--- src/rtl/onehottobin_stream.sv ---
// Streaming one-hot to binary encoder with a 2-entry output buffer between the handshakes.
// Optional saturating illegal-code counter on err_cnt when ONEHOT_ERR_CNT_EN is defined.
module onehottobin_stream #(
    parameter int N         = 16,
    parameter int W         = $clog2(N),
    parameter int ERR_CNT_W = 8
) (
    input  logic                 clk,
    input  logic                 rst,
    input  logic                 in_valid,
    output logic                 in_ready,
    input  logic [N-1:0]         in_onehot,
    output logic                 out_valid,
    input  logic                 out_ready,
    output logic [W-1:0]         out_bin,
    output logic                 out_err
`ifdef ONEHOT_ERR_CNT_EN
    ,
    output logic [ERR_CNT_W-1:0] err_cnt
`endif
);

    typedef enum logic [1:0] {
        EMPTY = 2'd0,
        ONE   = 2'd1,
        FULL  = 2'd2
    } state_t;

    // Returns {err, bin}: lowest set index, err for zero-hot or multi-hot words.
    function automatic logic [W:0] encode(input logic [N-1:0] v);
        logic [W-1:0] b;
        logic         found;
        logic         multi;
        b     = {W{1'b0}};
        found = 1'b0;
        multi = 1'b0;
        for (int i = 0; i < N; i++) begin
            if (v[i]) begin
                if (found) begin
                    multi = 1'b1;
                end else begin
                    b     = W'(i);
                    found = 1'b1;
                end
            end
        end
        return {(~found) | multi, b};
    endfunction

    state_t         state_r;
    state_t         state_nx_s;
    logic           in_ready_r;
    logic           out_valid_r;
    logic [W-1:0]   head_bin_r;
    logic           head_err_r;
    logic [W-1:0]   tail_bin_r;
    logic           tail_err_r;
    logic [W:0]     enc_s;
    logic           push_s;
    logic           pop_s;
    logic           head_ld_s;
    logic           head_from_tail_s;
    logic           tail_ld_s;

    assign enc_s  = encode(in_onehot);
    assign push_s = in_valid & in_ready_r;
    assign pop_s  = out_valid_r & out_ready;

    // Occupancy next-state and buffer load strobes.
    always_comb begin
        state_nx_s       = state_r;
        head_ld_s        = 1'b0;
        head_from_tail_s = 1'b0;
        tail_ld_s        = 1'b0;
        case (state_r)
            EMPTY: begin
                if (push_s) begin
                    head_ld_s  = 1'b1;
                    state_nx_s = ONE;
                end else begin
                    state_nx_s = EMPTY;
                end
            end
            ONE: begin
                if (push_s && pop_s) begin
                    head_ld_s  = 1'b1;
                    state_nx_s = ONE;
                end else if (push_s) begin
                    tail_ld_s  = 1'b1;
                    state_nx_s = FULL;
                end else if (pop_s) begin
                    state_nx_s = EMPTY;
                end else begin
                    state_nx_s = ONE;
                end
            end
            FULL: begin
                if (pop_s) begin
                    head_from_tail_s = 1'b1;
                    state_nx_s       = ONE;
                end else begin
                    state_nx_s = FULL;
                end
            end
            default: begin
                state_nx_s = EMPTY;
            end
        endcase
    end

    // State, handshake flags and buffer entries; flags are decoded from the next state so they stay registered.
    always_ff @(posedge clk) begin
        if (rst) begin
            state_r     <= EMPTY;
            in_ready_r  <= 1'b1;
            out_valid_r <= 1'b0;
            head_bin_r  <= {W{1'b0}};
            head_err_r  <= 1'b0;
            tail_bin_r  <= {W{1'b0}};
            tail_err_r  <= 1'b0;
        end else begin
            state_r     <= state_nx_s;
            in_ready_r  <= (state_nx_s != FULL);
            out_valid_r <= (state_nx_s != EMPTY);
            if (head_ld_s) begin
                head_bin_r <= enc_s[W-1:0];
                head_err_r <= enc_s[W];
            end else if (head_from_tail_s) begin
                head_bin_r <= tail_bin_r;
                head_err_r <= tail_err_r;
            end else begin
                head_bin_r <= head_bin_r;
                head_err_r <= head_err_r;
            end
            if (tail_ld_s) begin
                tail_bin_r <= enc_s[W-1:0];
                tail_err_r <= enc_s[W];
            end else begin
                tail_bin_r <= tail_bin_r;
                tail_err_r <= tail_err_r;
            end
        end
    end

    assign in_ready  = in_ready_r;
    assign out_valid = out_valid_r;
    assign out_bin   = head_bin_r;
    assign out_err   = head_err_r;

`ifdef ONEHOT_ERR_CNT_EN
    logic [ERR_CNT_W-1:0] err_cnt_r;

    // Counts illegal words at push time and sticks at all-ones.
    always_ff @(posedge clk) begin
        if (rst) begin
            err_cnt_r <= {ERR_CNT_W{1'b0}};
        end else if (push_s && enc_s[W] && (err_cnt_r != {ERR_CNT_W{1'b1}})) begin
            err_cnt_r <= err_cnt_r + {{(ERR_CNT_W-1){1'b0}}, 1'b1};
        end else begin
            err_cnt_r <= err_cnt_r;
        end
    end

    assign err_cnt = err_cnt_r;
`endif

endmodule

--- config.mk ---
export PLATFORM = sky130hd
export DESIGN_NAME = onehottobin_stream
export DESIGN_NICKNAME = d
export VERILOG_FILES = /design/src/rtl/onehottobin_stream.sv
export SDC_FILE = /design/constraint.sdc
export NUM_CORES = 1
export LEC_CHECK = 0
export CORE_MARGIN = 3
export CORE_UTILIZATION = 40
export CTS_BUF_LIST = sky130_fd_sc_hd__clkbuf_4 sky130_fd_sc_hd__clkbuf_8 sky130_fd_sc_hd__clkbuf_16
export DETAILED_ROUTE_END_ITERATION = 12
export PLACE_DENSITY = 0.72
export SYNTH_ARGS = -nofsm -noshare
export SYNTH_HDL_FRONTEND = slang
export SYNTH_SLANG_ARGS = --single-unit
export TNS_END_PERCENT = 5
--- constraint.sdc ---
create_clock -name clk -period 4.45 [get_ports clk]
set_input_delay 0.89 -clock clk [delete_from_list [all_inputs] [get_ports clk]]
set_output_delay 0.89 -clock clk [all_outputs]
set_load 0.02 [all_outputs]
==> results of run 1 <==
==> cell usage in the layout (no fill, tap or decap), drive strengths merged, types with 4 or more instances in the layout <==
cell type       n
nor3            4
nor2           18
clkdlybuf4s50  26
or4             4
o31ai           4
nand2           8
nand3b          4
clkbuf          4
o21ai           9
o41ai           4
dfxtp          14
a21oi           9
==> critical path: cells and delay by family <==
kind / cells / cell delay (ns)
and+or+nand+nor: 2 / 0.96
buffers and inverters: 1 / 0.52
AOI/OAI and AO/OA: 2 / 0.47
muxes: 1 / 0.34
==> sequential cells by signal, indices dropped and copies added (netlist names) <==
signal,flops
tail_bin_r,4
tail_err_r,1
out_err,1
in_ready,1
out_bin,4
out_valid,1
state_r,2
==> logic make-up (layout without fill, tap and decap cells) <==
group | Yosys count | in the layout | share of synthesized area (%)
compound gates | 39 | 39 | 26.7
xor+xnor | 1 | 1 | 0.874
fa+ha+maj | 3 | 3 | 3.50
buf+inv | 6 | 33 | 3.37
flops | 14 | 14 | 28.0
mux | 4 | 4 | 4.62
simple gates | 58 | 58 | 33.0
==> per-stage QoR <==
stage	hold WS (ns)	util (%)	setup WS [ns]	total power [mW]	cells
after floorplan	0.436	-	1.80	0.191	125
after global placement	0.445	55.5	1.20	0.234	176
after detailed placement	0.450	55.5	1.14	0.236	176
after CTS	0.463	57.1	1.44	0.328	180
after global routing	0.484	57.1	1.29	0.345	180
final	0.463	57.1	1.42	0.325	180
==> cells in the mapped netlist (2+ instances only) <==
cell type	instances	share of area [%]
dfxtp_1	14	28
a22oi_1	2	1.5
a211oi_1	2	1.5
or3_1	2	1.2
and2_1	2	1.2
nand3b_1	4	3.0
o21ai_0	9	4.5
mux2i_1	2	2.0
nand3_1	2	1.0
inv_1	3	1.1
ha_1	2	2.5
nor3_1	4	2.0
o41ai_1	3	2.6
a31oi_1	3	1.9
nor4_1	2	1.2
or4_4	2	2.2
or4_1	2	1.5
a21oi_1	8	4.0
or2_2	2	1.2
nor2b_1	3	1.9
nand2_1	8	3.0
nor2_1	18	6.7
o31ai_1	4	3.0
==> layout make-up <==
cell class	instances	area, um2	share of cell area, %
clock buffers	4	36.3	2.77
inverters	3	11.3	0.859
multi-input cells	105	688	52.5
flip-flops and latches	14	280	21.4
well taps	28	35.0	2.67
repair buffers	26	260	19.8
==> per-layer routing <==
metal	GRT usage (%)	vias to the layer above
met1	23.2	495
li1	-	533
met4	4.41	0
met3	4.64	4
met5	0	-
met2	28.0	22
==> where the power goes <==
| group | internal (mW) | total, mW | leakage [nW] | switching (mW) |
|---|---|---|---|---|
| Clock | 0.0498 | 0.0916 | 0.0210 | 0.0419 |
| Sequential | 0.134 | 0.141 | 0.114 | 0.00695 |
| Combinational | 0.0442 | 0.0925 | 0.335 | 0.0483 |
==> worst max path at each step <==
stage | from | to | slack (ns) | cells after the start
2_1_floorplan | in_onehot[1] | out_err | 1.80 | 5
3_3_place_gp | in_onehot[0] | out_err | 1.20 | 6
3_5_place_dp | in_onehot[0] | out_err | 1.14 | 6
4_1_cts | in_onehot[0] | out_err | 1.44 | 6
5_1_grt | in_onehot[0] | out_err | 1.29 | 6
6_report | in_onehot[0] | out_err | 1.42 | 6
==> run summary, run 1 <==
Worst r2r dst: out_err
Synth warnings: 0
Worst-Margin Slew: 0.825 ns
Detailed Route Iter0 Violations: 16
Slowest stage delay, CP: 0.61 ns
Drt pass-1 iters: 4
CTS buffer count: 3
Longest Clk Path Bufs: 2
Starting Density: 43.6%
Synth Instances: 125
Final min period: 3.03 ns
Reg2Reg Setup Slack: 2.80 ns
Area growth from synthesis to layout: 30.8%
Vias: 1054
Leak pwr: 0.470 nW
Final instance area: 1310 um2
IO Pins: 27
Post-synth EDFFs: 0
Post-Syn Nets: 147
Core area: 2300 um2
DIE AREA: 3140 um2
Critical Path RT: 4.60 ns
Worst-skew pair later-pin latency: 0.28 ns
Seq cells post-synth: 14
CP max stage cell: or4_4
Synth Cell Area: 1000 um2
CTS tree: built
Worst Hold Class: reg2reg
Final ANT Viol Nets: 0
DRC viols: 0
Avg Inst Size Synth: 8.02 um2
Fin. Hold Viols: 0
Peak VDD IR: 0.285 mV
Most used DFF post-synth: dfxtp_1
Post_cts resized: 0
CP endpoint kind: flip-flop
Hold path endpoint: tail_bin_r[3]
Hold bufs inserted after CTS: 0
Period utilization: 68.1%
Worst hold start: tail_bin_r[3]
Slew headroom: 44.5%
Met3 Wirelength: 104 um
Nets: 175
Worst Hold Depth: 2
Filler cell count: 207
Yosys cell types: 45
Ys async rst share: 0%
Initial antenna violation count: 0
Post-Place Cell Area: 1270 um2
GRT Overall Usage: 17.5%
Hpwl dp: 2080 um
Startpoint Class: input pin
H-tree depth: 1
Crit path max fanout: 7
Largest net degree at the start of global routing: 15
Crit path cell chain: clkdlybuf4s50_1, or4_4, nor4_4, mux2_4, o41ai_1, a21oi_1
RSZ-0062 raised after global routing: false
Row Count: 17
Final setup vio count: 0
WL/cell: 14.4 um
WL final: 2590 um
WL met2: 1210 um
Die height: 56.1 um
Chip width: 56.1 um
Inserted Diodes: 0
Port-buffer cells: 26
Clk_skew: 0.00443 ns
Total gr overflow: 0
CTS clk-pin slew, worst paths: 0.09 ns
Vias in the first global route: 971
Status: finished clean
# clock sinks: 14
Worst R2R Start: out_valid
CP arrival: 3.18 ns
Setup bufs post-CTS: 0
GP Congestion: 0.895
Slew Limit Fails: 0
Power density over the cells: 248 nW/um2
Layout cells sized above 1: 9.21%
Wl on met1: 1230 um
F_max: 0.330 GHz
Clock root buffer: clkbuf_4
First-pass GRT wire length: 4420 um
Setup TNS: 0 ns
R2r worst-path depth: 8
Register area share after synthesis: 28.0%
Via/cell ratio: 5.86
Max Cap Viol: 0
Kind of critical path: in2reg
DR top layer: met4
(Power assumes the default switching activity.)
==> run 2, diff against run 1 <==
- clock period: 4.45 -> 3.14 ns (I/O delays scaled with it)
==> run summary, run 2 (synthesis gave the netlist of run 1 again) <==
WL final: 2880 um (+11%)
Most frequent cells in the layout: clkdlybuf4s50_1, nor2_1, dfxtp_1, buf_4, o21ai_0
Final WS setup: 0.412 ns (-1.01 ns)
Clock root buffer: clkbuf_4
Worst r2r dst: out_bin[1]
Via/cell ratio: 5.96 (+1.7%)
F_max: 0.367 GHz
Area growth from synthesis to layout: 38.3%
Combinational Power Share: 29.9% (+1.4 points)
Fin. Hold Viols: 0 (unchanged)
CTS buffer count: 3 (unchanged)
Leak pwr: 0.519 nW (+10%)
Drt pass-1 iters: 4 (unchanged)
CTS clk-pin slew, worst paths: 0.09 ns (about the same)
DIE AREA: 3140 um2 (unchanged)
Critical Path RT: 3.31 ns (-1.29 ns)
Worst-skew pair later-pin latency: 0.29 ns (about the same)
Worst Hold Depth: 2 (unchanged)
RSZ-0062 raised after global routing: false
Total gr overflow: 0 (unchanged)
Hold path endpoint: tail_bin_r[3]
Die height: 56.1 um (unchanged)
Hpwl dp: 2300 um (+11%)
Inst Count DP: 186 (+5.7%)
WL/cell: 15.2 um (+5.6%)
Largest net degree at the start of global routing: 15 (unchanged)
CP arrival: 2.89 ns (-0.29 ns)
Worst R2R Start: out_valid
Non-Filler Instances: 190 (+5.6%)
Row Count: 17 (unchanged)
Initial antenna violation count: 0 (unchanged)
Starting Density: 43.6% (unchanged)
Slew headroom: 65.8% (+21 points)
Chip width: 56.1 um (unchanged)
Final setup vio count: 0 (unchanged)
Post_cts resized: 0 (unchanged)
Status: finished clean
# clock sinks: 14 (unchanged)
Sequential Power Share: 42.1% (-1.2 points)
GRT Overall Usage: 18.6% (+1.1 points)
Switch share: 30.3% (+0.36 points)
Crit path max fanout: 5 (-2)
R2r worst-path depth: 8 (unchanged)
Peak VDD IR: 0.358 mV (+26%)
Detailed Route Iter0 Violations: 44 (+28)
Worst hold start: tail_bin_r[3]
Setup TNS: 0 ns (unchanged)
GP Congestion: 0.919 (+2.7%)
CP max stage cell: or4_4
Port-buffer cells: 26 (unchanged)
Crit path cell chain: clkdlybuf4s50_1, or4_4, nor4_4, mux2_4, o41ai_1, a21oi_1
Hold bufs inserted after CTS: 0 (unchanged)
Pwr Total: 0.474 mW (+46%)
Most common cell after layout, fill and taps aside: clkdlybuf4s50_1
First-pass GRT wire length: 4730 um (+7.0%)
Longest Clk Path Bufs: 2 (unchanged)
Layout cells sized above 1: 14.8% (+5.6 points)
Slowest stage delay, CP: 0.62 ns (about the same)
Setup bufs post-CTS: 0 (unchanged)
Vias: 1132 (+7.4%)
Slew Limit Fails: 0 (unchanged)
CTS tree: built
Period utilization: 86.9%
DRC viols: 0 (unchanged)
Pre-CTS setup slack: 0.101 ns (-1.04 ns)
Int Pwr: 0.330 mW (+45%)
Final min period: 2.73 ns
Inserted Diodes: 0 (unchanged)
Kind of critical path: in2reg
Max Cap Viol: 0 (unchanged)
Reg2Reg Setup Slack: 1.47 ns (-1.33 ns)
CP endpoint kind: flip-flop
Final ANT Viol Nets: 0 (unchanged)
Worst Hold Class: reg2reg
Worst Hold Slack: 0.460 ns (-0.00257 ns)
H-tree depth: 1 (unchanged)
IO Pins: 27 (unchanged)
Startpoint Class: input pin
Worst-Margin Slew: 0.511 ns (-0.314 ns)
Nets: 185 (+5.7%)
Clk_skew: 0.0101 ns (+0.00567 ns)
Power density over the cells: 342 nW/um2 (+38%)
Vias in the first global route: 1039 (+7.0%)
Core area: 2300 um2 (unchanged)
Net Switching: 0.143 mW (+48%)
Clk pwr share: 27.9% (-0.3 points)
==> run 2: critical path: cells and delay by family <==
kind	cells	cell delay [ns]
buffers and inverters	1	0.47
muxes	1	0.34
and+or+nand+nor	2	0.97
AOI/OAI and AO/OA	2	0.47
==> run 2: worst max-delay path by stage <==
stage                 endpoint  cells after the start         start  slack, ns
floorplan              out_err                      5  in_onehot[1]       0.76
global placement       out_err                      6  in_onehot[1]       0.17
detailed placement  tail_err_r                      6  in_onehot[1]       0.10
CTS                 tail_err_r                      6  in_onehot[1]       0.43
global route           out_err                      6  in_onehot[1]       0.28
finish              tail_err_r                      6  in_onehot[1]       0.41
==> run 2: layout make-up <==
type	count	area (um2)
multi-input cells	105	688
repair buffers	36	335
clock buffers	4	36.3
inverters	3	11.3
flip-flops and latches	14	280
fillers	221	911
well taps	28	35.0
==> run 2: power groups by stage <==
stage / Combinational, mW / Sequential [mW] / Clock [mW]
global placement: 0.138 / 0.203 / 0
detailed placement: 0.141 / 0.203 / 0
finish: 0.142 / 0.200 / 0.132
CTS: 0.141 / 0.199 / 0.136
global route: 0.155 / 0.201 / 0.142
floorplan: 0.0640 / 0.206 / 0
==> run 2: metrics by stage <==
step                      instance area (um2)  utilization (%)
after global placement                   1350             58.8
after global routing                     1390             60.3
after detailed placement                 1350             58.8
after floorplan                          1000                -
final                                    1390             60.3
after CTS                                1390             60.3
==> run 2: per-layer routing <==
layer	global-route usage (%)	part of all wire [%]
met5	0	0
met4	5.76	1.7
met3	6.03	6.9
met2	26.2	44
met1	26.4	48
==> variant 1 (flow settings as in run 2) <==
Set the parameter `N` to 32 (it was 16).
--- a/src/rtl/onehottobin_stream.sv
+++ b/src/rtl/onehottobin_stream.sv
@@ -1,7 +1,7 @@
 // Streaming one-hot to binary encoder with a 2-entry output buffer between the handshakes.
 // Optional saturating illegal-code counter on err_cnt when ONEHOT_ERR_CNT_EN is defined.
 module onehottobin_stream #(
-    parameter int N         = 16,
+    parameter int N         = 32,
     parameter int W         = $clog2(N),
     parameter int ERR_CNT_W = 8
 ) (
Ports: changed (resized in_onehot and out_bin); port bits go from 27 to 44. The function was not compared with the original's and may differ.
==> variant 1 against run 2 <==
Synthesized area increased by 63%. Sequential share of layout area is 6.3 points lower. Die area increased by 55%. Total power grew 37%. First-iteration DRC count rose to 3.6 times the old value. Critical endpoint is now tail_bin_r[2]. Synthesized cell count is 76% higher. Worst setup slack got worse by 0.077 ns. Via count up 74%. Critical path depth up 1. Register-to-register slack better by 0.10 ns. Cell area is 66% higher. Final cell count rose by 73%. Routed wire length increased by 74%. Sequential cell count is 2 higher.
==> variant 1: results <==
{
  "nFillCells": 358,
  "cts_resized": 0,
  "cp_max_fo": 15,
  "synthTopCellsByCount": "nor2_1 (32), a21oi_1 (27), dfxtp_1 (16), o21ai_0 (14), nand2_1 (10)",
  "drive_gt1_share_pct": 14.6,
  "synthCells": 220,
  "grt_pass1_wl_um": 8580,
  "period_share_pct": 89.3,
  "r2r-start": "state_r[1]",
  "grt_pass1_vias": 1795,
  "hold_ws_ns": 0.497,
  "rrSetupSlack_ns": 1.57,
  "drt_wl_total_um": 5010,
  "grt_max_degree": 16,
  "skew_ns": 0.00374,
  "drtIter0Drc": 157,
  "cpMaxStageDelayCell": "nor3_1",
  "max-vdd-ir-drop_uv": 295,
  "seq_area_frac_synth_pct": 19.6,
  "dp_hpwl_um": 4040,
  "first_pass_iters": 5,
  "ys_types": 61,
  "placed_cells": 325,
  "slowest_delay_ns": 0.50,
  "place_congestion": 0.930,
  "status": "finished clean",
  "critPathArrivalTime_ns": 2.93,
  "place_area_um2": 2250,
  "clock_latency_ns": 0.25,
  "avgViaCountPerCell": 5.98,
  "num-nets-final": 320,
  "worstReg2RegEnd": "out_bin[0]",
  "cts_root_buffer": "clkbuf_8",
  "dp_slack_ns": 0.0773,
  "syn-num-nets": 258,
  "port_buffers": 43,
  "dr_total_vias": 1967,
  "yosys-top-cells-area": "dfxtp_1 (20%), a21oi_1 (8.3%), nor2_1 (7.4%)",
  "r2r_cells": 5,
  "slew_headroom_pct": 67.3
}
-- variant 1: final cells by class --
type | count | area [um^2] | share of cell area, %
Tap cell | 48 | 60.1 | 2.60
Timing Repair Buffer | 66 | 603 | 26.2
Sequential cell | 16 | 320 | 13.9
Clock buffer | 4 | 55.1 | 2.39
Inverter | 8 | 30.0 | 1.30
Multi-Input combinational cell | 187 | 1240 | 53.7
-- variant 1: how the worst max path moves through the flow --
stage,startpoint,to,depth (start not counted)
after floorplan,in_onehot[17],out_err,7
after global placement,in_onehot[7],out_bin[2],7
after detailed placement,in_onehot[7],tail_bin_r[2],7
after CTS,in_onehot[7],tail_bin_r[2],7
after global routing,in_onehot[7],out_bin[2],7
final,in_onehot[7],tail_bin_r[2],7
-- variant 1: worst min-delay path: cells and delay by family (launching register included) --
family	cells	cell delay, ns
muxes	1	0.07
and+or+nand+nor	1	0.07
DFF	1	0.32
-- variant 1: cell families (layout without fill, tap and decap cells) --
group	Yosys count	count (layout)	synth area share, %
mux	10	10	6.52
fa+ha+maj	4	4	2.76
compound gates	79	79	31.9
simple gates	93	93	34.2
buf+inv	17	78	4.45
xor+xnor	1	1	0.537
flops	16	16	19.6
-- variant 1: power by group --
group          internal, mW  leakage, nW  switching, mW
Sequential            0.221        0.131         0.0109
Clock                 0.111       0.0288         0.0681
Combinational         0.119        0.706          0.120
-- variant 1: routing by layer --
| layer | track usage [%] | up-vias | wire, um |
|---|---|---|---|
| met1 | 29.1 | 916 | 2380 |
| met2 | 33.3 | 73 | 2230 |
| li1 | - | 974 | - |
| met3 | 5.07 | 4 | 376 |
| met5 | 0 | - | 0 |
| met4 | 3.19 | 0 | 21 |
==> variant 2 (settings of run 2) <==
Without the edit above. Put one more register stage on the output `out_err`, with the module's reset. The value now appears one clock later. The other outputs are not delayed to match.
--- a/src/rtl/onehottobin_stream.sv
+++ b/src/rtl/onehottobin_stream.sv
@@ -145,7 +145,13 @@
     assign in_ready  = in_ready_r;
     assign out_valid = out_valid_r;
     assign out_bin   = head_bin_r;
-    assign out_err   = head_err_r;
+    always_ff @(posedge clk) begin
+        if (rst) begin
+            out_err <= '0;
+        end else begin
+            out_err <= head_err_r;
+        end
+    end
 
 `ifdef ONEHOT_ERR_CNT_EN
     logic [ERR_CNT_W-1:0] err_cnt_r;
Function: changed (a bounded check fails within 4 cycles, from zero or initial values and one cycle with rst high).
==> variant 2 against run 2 <==
Critical path depth is the same. Critical path type unchanged. Sequential power up 6%. Non-clock buffer count fell by 9. First-iteration DRC count shrank 36%. Cell area is 1.8% lower. Worst setup slack improved by 0.40 ns. Sequential cell count grew 1. Synthesized area up 6.0%. Global-route usage shrank 3.8 points. Routed wire length shrank 20%. Clock skew fell by 0.0052 ns. Synthesized cell count is 3.2% higher. Total power fell by 3.0%.
==> variant 2: results <==
{
  "status": "finished clean",
  "cts_buffers": 3,
  "synth-compound-area-share_pct": 25.7,
  "yosysWarnings": 0,
  "worst_pin_slew_ns": 0.626,
  "grt_max_degree": 15,
  "muxShareOfSynthArea_pct": 6.95,
  "synthAdderAreaFrac_pct": 2.36,
  "clockBufferDepth": 2,
  "syn-num-nets": 151,
  "grt_pass1_wl_um": 4020,
  "nFillCells": 233,
  "place_congestion": 0.936,
  "drt_wl_total_um": 2320,
  "post_cts_buffers": 0,
  "r2r-start": "in_ready",
  "finalHoldViolCount": 0,
  "grt_pass1_vias": 989,
  "p_switching_mw": 0.141,
  "seq_area_frac_synth_pct": 28.3,
  "dp_slack_ns": 0.545,
  "r2r_cells": 6,
  "port_buffers": 26,
  "min_path_cells": 1,
  "cts_resized": 0,
  "drive_gt1_share_pct": 9.55,
  "skew_ns": 0.00493,
  "dp_hpwl_um": 1850,
  "worstReg2RegEnd": "in_ready",
  "critPathArrivalTime_ns": 2.51,
  "ys_types": 42,
  "ctsHtreeMaxLevel": 1,
  "placed_cells": 183,
  "async_reset_ff_share_pct": 0,
  "rrSetupSlack_ns": 1.44,
  "hold_start": "head_err_r",
  "min_path_type": "reg -> reg",
  "synth_xor_area_share_pct": 0.824,
  "cts_root_buffer": "clkbuf_4",
  "gr-total-overflow": 0,
  "cp_max_fo": 10,
  "antenna_found_initial": 0,
  "clkSlewWorstSetupHoldPaths_ns": 0.09,
  "first_pass_iters": 4,
  "clock_latency_ns": 0.28,
  "drtIter0Drc": 28,
  "synth.avg_cell_area_um2": 8.23,
  "hold_path_end": "out_err",
  "grt.total_usage_pct": 14.8,
  "max-vdd-ir-drop_uv": 232,
  "synthTopCellsByCount": "nor2_1 (20), dfxtp_1 (15), a21oi_1 (13), inv_1 (7), nand2_1 (7)",
  "p_leak_nw": 0.486,
  "avgViaCountPerCell": 5.60,
  "fin_cells": 187,
  "n_antenna_cell": 0,
  "yosys-top-cells-area": "dfxtp_1 (28%), nor2_1 (7.1%), a21oi_1 (6.1%)"
}
-- variant 2: changes by cell type after synthesis, moves of 3 or more --
cell | run 2 | this run
o41ai_1 | 3 | 0
o21ai_0 | 9 | 6
o21bai_1 | 1 | 4
a21oi_1 | 8 | 13
inv_1 | 3 | 7
-- variant 2: worst max path at each step --
stage / start / to / slack [ns] / depth (start not counted)
after floorplan: in_valid / head_err_r / 1.18 / 7
after global placement: in_onehot[0] / tail_err_r / 0.61 / 6
after detailed placement: in_onehot[0] / out_bin[0] / 0.55 / 6
after CTS: in_onehot[0] / out_bin[0] / 0.82 / 6
after global routing: in_onehot[0] / tail_err_r / 0.70 / 6
final: in_onehot[0] / out_bin[0] / 0.81 / 6
-- variant 2: cells by family after synthesis --
kind of cell / count (synthesis)
AOI/OAI and AO/OA: 41
xor gates and xnor gates: 1
adders and majority gates: 2
buffers and inverters: 10
DFF: 15
muxes: 7
and+or+nand+nor: 53
-- variant 2: metrics by stage --
stage | hold slack (ns) | cell area (um^2) | util [%]
after floorplan | 0.438 | 1060 | -
after global placement | 0.461 | 1330 | 53.4
after detailed placement | 0.461 | 1330 | 53.4
after CTS | 0.479 | 1360 | 54.5
after global routing | 0.502 | 1360 | 54.5
final | 0.478 | 1360 | 54.5
-- variant 2: critical path, cell delays in order --
cell	delay [ns]
clkdlybuf4s50_1	0.52
nor4_4	0.53
nand2_1	0.19
nor3b_1	0.28
a21oi_1	0.09
a311oi_1	0.27
-- variant 2: final cells by class --
cell class              count  area [um^2]  share of cell area (%)
clock inverters             1         5.00                   0.368
multi-input cells         104          702                    51.6
repair buffers             27          268                    19.7
inverters                   7         26.3                    1.93
flip-flops and latches     15          300                    22.1
clock buffers               3         22.5                    1.65
well taps                  30         37.5                    2.76
-- variant 2: power by group through the flow --
stage	logic [mW]	clock network [mW]	registers, mW
5_1_grt	0.153	0.118	0.215
3_3_place_gp	0.136	0	0.217
3_5_place_dp	0.140	0	0.217
2_1_floorplan	0.0681	0	0.223
6_report	0.140	0.107	0.213
4_1_cts	0.140	0.111	0.213
-- variant 2: layer usage --
layer	track usage [%]	vias up	part of all wire, %
met3	3.39	4	6.4
li1	-	547	-
met1	17.3	469	46
met4	4.64	0	0.82
met5	0	-	0
met2	26.3	27	47
